[config.mk]
export PLATFORM = sky130hd
export DESIGN_NAME = nmi_arb2_flat
export DESIGN_NICKNAME = d
export VERILOG_FILES = /design/src/rtl/nmi_arb_pkg.sv /design/src/rtl/nmi_if.sv /design/src/rtl/nmi_arb2.sv /design/src/flat_wrapper.sv
export SDC_FILE = /design/constraint.sdc
export NUM_CORES = 1
export LEC_CHECK = 0
export BUFFER_PORTS_ARGS = -buffer_cell sky130_fd_sc_hd__buf_2
export CORE_AREA = 3 3 120 122
export DETAILED_ROUTE_END_ITERATION = 10
export DIE_AREA = 0 0 123 125
export GPL_TIMING_DRIVEN = 0
export PLACE_DENSITY_LB_ADDON = 0.05
export SLEW_MARGIN = 0
export SYNTH_ARGS = -nofsm -noshare
export SYNTH_HDL_FRONTEND = slang
export SYNTH_SLANG_ARGS = --single-unit
[constraint.sdc]
create_clock -name clk_i -period 2.2 [get_ports clk_i]
set_input_delay 0.33 -clock clk_i [delete_from_list [all_inputs] [get_ports clk_i]]
set_output_delay 0.33 -clock clk_i [all_outputs]
set_load 0.02 [all_outputs]
[src/rtl/nmi_arb_pkg.sv]
// Shared types and constants for the two-master NMI arbiter.
package nmi_arb_pkg;

    typedef enum logic [1:0] {
        ST_IDLE     = 2'd0,
        ST_BUSY_CPU = 2'd1,
        ST_BUSY_DMA = 2'd2
    } nmi_arb_state_e;

    // One-hot owner encoding, also used for the last-grant register
    localparam logic [1:0] OWN_CPU = 2'b01;
    localparam logic [1:0] OWN_DMA = 2'b10;

    localparam logic [31:0] ERR_RDATA_DEF = 32'hFFFF_FFFF;

endpackage

[src/rtl/nmi_if.sv]
// Native memory interface: request (valid/addr/wdata/wstrb) and response (ready/rdata).
interface nmi_if;
    logic        valid;
    logic [31:0] addr;
    logic [31:0] wdata;
    logic [3:0]  wstrb;
    logic        ready;
    logic [31:0] rdata;

    modport master (output valid, addr, wdata, wstrb, input ready, rdata);
    modport slave  (input valid, addr, wdata, wstrb, output ready, rdata);
endinterface

[src/rtl/nmi_arb2.sv]
// Round-robin CPU/DMA arbiter onto one NMI slave, grant held per transaction,
// with a bus-timeout that completes hung transfers with ERR_RDATA.
module nmi_arb2
    import nmi_arb_pkg::*;
#(
    parameter int unsigned TIMEOUT_CYCLES = 1024,
    parameter logic [31:0] ERR_RDATA      = ERR_RDATA_DEF
) (
    input  logic       clk_i,
    input  logic       rst_n_i,
    nmi_if.slave       cpu_nmi,
    nmi_if.slave       dma_nmi,
    nmi_if.master      nmi,
    output logic [1:0] owner_o,
    output logic       timeout_o
);

    localparam bit          TO_EN   = (TIMEOUT_CYCLES != 0);
    localparam int unsigned CNT_W   = TO_EN ? $clog2(TIMEOUT_CYCLES + 1) : 1;
    localparam logic [CNT_W-1:0] TO_LAST = TO_EN ? CNT_W'(TIMEOUT_CYCLES - 1) : '0;

    nmi_arb_state_e   r_state;
    nmi_arb_state_e   w_next;
    logic [1:0]       r_last_grant;
    logic [CNT_W-1:0] r_to_cnt;

    logic        w_busy;
    logic        w_own_dma;
    logic        w_own_valid;
    logic        w_to_hit;
    logic        w_nmi_valid;
    logic [31:0] w_nmi_addr;
    logic [31:0] w_nmi_wdata;
    logic [3:0]  w_nmi_wstrb;
    logic        w_own_ready;
    logic [31:0] w_own_rdata;
    logic        w_timeout;

    assign w_busy      = (r_state != ST_IDLE);
    assign w_own_dma   = (r_state == ST_BUSY_DMA);
    assign w_own_valid = w_own_dma ? dma_nmi.valid : cpu_nmi.valid;
    // A slave ready in the last allowed cycle wins over the timeout
    assign w_to_hit    = TO_EN && w_busy && w_own_valid && !nmi.ready && (r_to_cnt == TO_LAST);

    always_ff @(posedge clk_i) begin
        if (!rst_n_i) begin
            r_state      <= ST_IDLE;
            r_last_grant <= OWN_DMA;
        end else begin
            r_state <= w_next;
            if (w_busy && (w_next == ST_IDLE)) begin
                r_last_grant <= w_own_dma ? OWN_DMA : OWN_CPU;
            end
        end
    end

    // IDLE always separates two BUSY periods, so clearing in IDLE covers BUSY entry
    always_ff @(posedge clk_i) begin
        if (!rst_n_i || !w_busy) begin
            r_to_cnt <= '0;
        end else if (!nmi.ready && (r_to_cnt != '1)) begin
            r_to_cnt <= r_to_cnt + 1'b1;
        end
    end

    always_comb begin
        w_next      = r_state;
        w_nmi_valid = 1'b0;
        w_nmi_addr  = '0;
        w_nmi_wdata = '0;
        w_nmi_wstrb = '0;
        w_own_ready = 1'b0;
        w_own_rdata = '0;
        w_timeout   = 1'b0;
        case (r_state)
            ST_IDLE: begin
                if (cpu_nmi.valid && (!dma_nmi.valid || (r_last_grant == OWN_DMA))) begin
                    w_next = ST_BUSY_CPU;
                end else if (dma_nmi.valid) begin
                    w_next = ST_BUSY_DMA;
                end
            end
            ST_BUSY_CPU, ST_BUSY_DMA: begin
                w_nmi_valid = w_own_valid && !w_to_hit;
                w_nmi_addr  = w_own_dma ? dma_nmi.addr  : cpu_nmi.addr;
                w_nmi_wdata = w_own_dma ? dma_nmi.wdata : cpu_nmi.wdata;
                w_nmi_wstrb = w_own_dma ? dma_nmi.wstrb : cpu_nmi.wstrb;
                w_own_ready = nmi.ready || w_to_hit;
                w_own_rdata = w_to_hit ? ERR_RDATA : nmi.rdata;
                w_timeout   = w_to_hit;
                if (!w_own_valid || (w_nmi_valid && nmi.ready) || w_to_hit) begin
                    w_next = ST_IDLE;
                end
            end
            default: w_next = ST_IDLE;
        endcase
        // Reset cuts the bus off in the same cycle rather than one cycle later
        if (!rst_n_i) begin
            w_nmi_valid = 1'b0;
            w_own_ready = 1'b0;
            w_own_rdata = '0;
            w_timeout   = 1'b0;
        end
    end

    assign nmi.valid = w_nmi_valid;
    assign nmi.addr  = w_nmi_addr;
    assign nmi.wdata = w_nmi_wdata;
    assign nmi.wstrb = w_nmi_wstrb;

    assign cpu_nmi.ready = w_own_ready && !w_own_dma;
    assign cpu_nmi.rdata = w_own_dma ? '0 : w_own_rdata;
    assign dma_nmi.ready = w_own_ready && w_own_dma;
    assign dma_nmi.rdata = w_own_dma ? w_own_rdata : '0;

    assign owner_o   = (r_state == ST_BUSY_CPU) ? OWN_CPU :
                       (r_state == ST_BUSY_DMA) ? OWN_DMA : 2'b00;
    assign timeout_o = w_timeout;

endmodule

[src/flat_wrapper.sv]
// flat-port wrapper written by rule: the top's interface ports become plain ports
module nmi_arb2_flat import nmi_arb_pkg::*;
#(
    parameter int unsigned TIMEOUT_CYCLES = 1024,
    parameter logic [31:0] ERR_RDATA      = ERR_RDATA_DEF
)
  (clk_i, rst_n_i, owner_o, timeout_o, cpu_nmi_valid, cpu_nmi_addr, cpu_nmi_wdata, cpu_nmi_wstrb, cpu_nmi_ready, cpu_nmi_rdata, dma_nmi_valid, dma_nmi_addr, dma_nmi_wdata, dma_nmi_wstrb, dma_nmi_ready, dma_nmi_rdata, nmi_valid, nmi_addr, nmi_wdata, nmi_wstrb, nmi_ready, nmi_rdata);
  nmi_if cpu_nmi_i ();
  nmi_if dma_nmi_i ();
  nmi_if nmi_i ();
  input  logic clk_i;
  input  logic rst_n_i;
  output logic [1:0] owner_o;
  output logic timeout_o;
  input wire logic [$bits(cpu_nmi_i.valid)-1:0] cpu_nmi_valid;
  input wire logic [$bits(cpu_nmi_i.addr)-1:0] cpu_nmi_addr;
  input wire logic [$bits(cpu_nmi_i.wdata)-1:0] cpu_nmi_wdata;
  input wire logic [$bits(cpu_nmi_i.wstrb)-1:0] cpu_nmi_wstrb;
  output wire logic [$bits(cpu_nmi_i.ready)-1:0] cpu_nmi_ready;
  output wire logic [$bits(cpu_nmi_i.rdata)-1:0] cpu_nmi_rdata;
  input wire logic [$bits(dma_nmi_i.valid)-1:0] dma_nmi_valid;
  input wire logic [$bits(dma_nmi_i.addr)-1:0] dma_nmi_addr;
  input wire logic [$bits(dma_nmi_i.wdata)-1:0] dma_nmi_wdata;
  input wire logic [$bits(dma_nmi_i.wstrb)-1:0] dma_nmi_wstrb;
  output wire logic [$bits(dma_nmi_i.ready)-1:0] dma_nmi_ready;
  output wire logic [$bits(dma_nmi_i.rdata)-1:0] dma_nmi_rdata;
  output wire logic [$bits(nmi_i.valid)-1:0] nmi_valid;
  output wire logic [$bits(nmi_i.addr)-1:0] nmi_addr;
  output wire logic [$bits(nmi_i.wdata)-1:0] nmi_wdata;
  output wire logic [$bits(nmi_i.wstrb)-1:0] nmi_wstrb;
  input wire logic [$bits(nmi_i.ready)-1:0] nmi_ready;
  input wire logic [$bits(nmi_i.rdata)-1:0] nmi_rdata;
  assign cpu_nmi_i.valid = cpu_nmi_valid;
  assign cpu_nmi_i.addr = cpu_nmi_addr;
  assign cpu_nmi_i.wdata = cpu_nmi_wdata;
  assign cpu_nmi_i.wstrb = cpu_nmi_wstrb;
  assign cpu_nmi_ready = cpu_nmi_i.ready;
  assign cpu_nmi_rdata = cpu_nmi_i.rdata;
  assign dma_nmi_i.valid = dma_nmi_valid;
  assign dma_nmi_i.addr = dma_nmi_addr;
  assign dma_nmi_i.wdata = dma_nmi_wdata;
  assign dma_nmi_i.wstrb = dma_nmi_wstrb;
  assign dma_nmi_ready = dma_nmi_i.ready;
  assign dma_nmi_rdata = dma_nmi_i.rdata;
  assign nmi_valid = nmi_i.valid;
  assign nmi_addr = nmi_i.addr;
  assign nmi_wdata = nmi_i.wdata;
  assign nmi_wstrb = nmi_i.wstrb;
  assign nmi_i.ready = nmi_ready;
  assign nmi_i.rdata = nmi_rdata;
  nmi_arb2 #(.TIMEOUT_CYCLES(TIMEOUT_CYCLES), .ERR_RDATA(ERR_RDATA)) u_core (.clk_i(clk_i), .rst_n_i(rst_n_i), .cpu_nmi(cpu_nmi_i), .dma_nmi(dma_nmi_i), .nmi(nmi_i), .owner_o(owner_o), .timeout_o(timeout_o));
endmodule
==> key figures <==
Critical path
  – Worst Path Required: 1870 ps
  – Critical Path Sink Type: output port
  – CP max FO: 6
  – Slowest stage cell, crit path: dfxtp_2
  – Critical path's largest stage delay: 350 ps
  – Critical path class: reg2out
  – WP buf/inv: 4
  – CP Launch Type: flip-flop
  – Top delay family on crit path: buffers and inverters
  – Critical Path AT: 1900 ps
  – Crit path cell chain: inv_4 -> ha_4 -> mux2i_4 -> nor3_4 -> buf_6 -> buf_8 -> o21a_1 -> buf_6
  – Most used cell, CP: buf_6

GRT
  – Grt peak-use layer: met2
  – Initial antenna violation count: 1
  – Tot GR Track Use: 16.33%
  – Met3 Use GR: 4.517%
  – First-pass GRT wire length: 19930 um
  – Gr ovfl total: 0
  – Grt met2 use: 32.74%
  – Number of global-route vias before repair: 3661
  – Largest net degree at the start of global routing: 11
  – Grt met1 use: 16.82%

Synth
  – Gate Count Post-Synth: 328
  – Post-synth top cells: mux2i_1 (69), nor2b_1 (69), o21a_1 (66)
  – Syn nets: 506
  – Avg Cell Area, Syn: 7.954 sq um
  – Synth area leaders: mux2i_1 (26%), o21a_1 (19%), nor2b_1 (17%)
  – Most common flop cell mapped by yosys: dfxtp_1
  – Post-synth cell types: 41
  – Ys Warns: 0
  – Register area share after synthesis: 11.51%
  – Post-synth top area share: 26.47%
  – Synthesized area: 2609 sq um
  – FF+latch count, synth: 15
  – Synth async-reset ratio: 0%
  – Cell taking the most area after synthesis: mux2i_1
  – EDFF count, synth: 0

Place
  – Post-DP HPWL: 11600 um
  – Pre-CTS setup slack: -502.3 ps
  – Routability Congestion: 0.9078
  – Inst Count DP: 813
  – Input/output buffers: 309

Route
  – 1st-iter DRT viols: 63
  – Mean routed wirelength per cell: 16.83 um
  – DRC: 0
  – Via count: 3688
  – Antenna-violating nets left: 0
  – WL final: 14070 um
  – Vias/cell: 4.411
  – Pre-Repair DR Iteration Count: 4

Layout
  – Area growth syn-to-layout: 100.1%
  – Share of cells above drive strength 1: 57.73%
  – Multi-input logic area: 2202 sq um
  – ANT cells: 0
  – Non-filler cells, final: 836
  – # fillers: 1389
  – Nets: 839
  – Sequential cell area: 311.5 sq um

Pwr
  – Pleak: 0.002553 uW
  – Clock power share: 14.4%
  – Sequential Power Share: 12.1%
  – Sw power: 1155 uW
  – PwrDens: 481.8 nW/um^2
  – Switching Share: 45.94%
  – Logic gate share of total power: 73.5%
  – Cell Int Power: 1360 uW
  – Worst vdd ir: 268.1 uV

Clock tree
  – CTS root buf: clkbuf_16
  – Clk slew on worst S/H paths: 50 ps
  – CTS Buf Count: 3
  – CTS tree: yes
  – CTS H-tree depth: 1
  – Clk_lat worst skew: 250 ps
  – Hold_buf cts: 0
  – Clk buf depth: 2
  – CTS sink count: 15

Timing
  – Clock Skews: 1.960 ps
  – Setup ws final: -27.60 ps
  – Final setup violating endpoints: 4
  – RSZ-0062 raised after global routing: true
  – Endpoints failing hold: 0
  – Minimum clock period: 2228 ps
  – Worst Tran Pin Value: 501.1 ps
  – Max transition margin: 66.52%
  – Setup TNS: -31.58 ps
  – Hold Slack: 350.2 ps
  – Final worst-path cycle share: 101.3%
  – Fmax: 0.4489 GHz
  – Final Max Tran Viols: 0

Outcome
  – Failing checks: negative setup slack
  – Status: finished, violations left

Floorplanning
  – Core area: 13300 sq um
  – Die H: 125 um
  – Io pins: 311
  – Initial Util: 19.62%
  – Die X: 123 um
  – Die footprint: 15380 sq um
  – Row Count: 42

Hold path
  – Hold crit path type: in2reg

Flow run
  – Max-cap violations: 0
## cells by family (layout without fill, tap and decap cells)
family,after synthesis,after routing,share of synthesized area (%)
buf+inv,37,369,7.050
mux,69,69,26.47
simple gates,109,109,26.33
fa+ha+maj,5,5,2.398
compound gates,89,89,24.89
flops,15,15,11.51
xor+xnor,4,4,1.343
## cell type report
type                            count  share of cell area, %
Multi-Input combinational cell    276                  42.19
Timing Repair Buffer              330                  41.01
Sequential cell                    15                  5.968
Buffer                             31                  4.722
Tap cell                          176                  4.219
Clock buffer                        4                  1.510
Inverter                            4                 0.3835
## stage by stage
| stage | instance area, sq um | utilization, % | power, uW |
|---|---|---|---|
| after floorplan | 2614 | - | 1342 |
| after global placement | 4380 | 32.95 | 1978 |
| after detailed placement | 4380 | 32.95 | 1973 |
| after CTS | 4920 | 37.00 | 2497 |
| after global routing | 5220 | 39.26 | 2675 |
| final | 5220 | 39.26 | 2515 |
## worst reg2reg max path, stage by stage (launching register included)
cell     delay [ps]
dfxtp_2         350
inv_4            50
ha_4            190
mux2i_4         200
buf_4           150
nor3b_1         430
a31oi_1         180
o221a_2         270
## cells in the final DEF (no fill, tap or decap), types with 2 or more instances in the layout
master / count
a21oi_1: 5
a31oi_1: 2
a32oi_1: 2
and3_1: 2
buf_2: 247
buf_4: 25
buf_6: 66
buf_8: 5
clkbuf_1: 5
clkbuf_16: 4
clkbuf_2: 6
clkbuf_4: 4
dfxtp_1: 8
dfxtp_2: 6
ha_1: 2
ha_4: 3
inv_1: 2
inv_4: 2
mux2i_1: 68
nand2_1: 3
nand2b_1: 2
nand3_1: 5
nand4_1: 2
nor2_1: 6
nor2_4: 2
nor2b_1: 69
nor3b_1: 3
o21a_1: 66
o21ai_0: 7
or3_1: 4
xor2_1: 4
## layer usage
| layer | vias to the layer above | part of all wire, % |
|---|---|---|
| li1 | 1845 | - |
| met1 | 1655 | 36 |
| met2 | 175 | 55 |
| met3 | 11 | 8.6 |
| met4 | 2 | 0.88 |
| met5 | - | 0.078 |
## power groups by stage
stage / clock network (uW) / registers, uW / logic [uW]
after floorplan: 0 / 303 / 1040
after global placement: 0 / 305 / 1670
after detailed placement: 0 / 306 / 1670
after CTS: 369 / 303 / 1830
after global routing: 381 / 305 / 1990
final: 363 / 303 / 1850
## timing repair
| item | in CTS | in global routing |
|---|---|---|
| buffers inserted | 15 | 2 |
| pin swaps | 5 | 6 |
| resized for setup | 110 | 86 |
| endpoints found under the hold margin | 0 | 0 |
| endpoints found under the setup margin | 136 | 118 |
| gates cloned | 2 | 2 |
## path summary, 6_finish.rpt
check	start	end	slack (ps)	cells after the start
worst min register to register	u_core.r_last_grant[1]	u_core.r_last_grant[1]	500	2
worst max register to register	u_core.r_state[0]	u_core.r_last_grant[0]	270	7
worst min-delay path	rst_n_i	u_core.r_last_grant[1]	350	2
worst max-delay path	u_core.r_state[0]	cpu_nmi_rdata[12]	-30	8
## registers in the layout (all words and copies together), names as in the netlist
register	flops
u_core.r_last_grant	2
u_core.r_state	2
u_core.r_to_cnt	11
(Power assumes the default switching activity.)
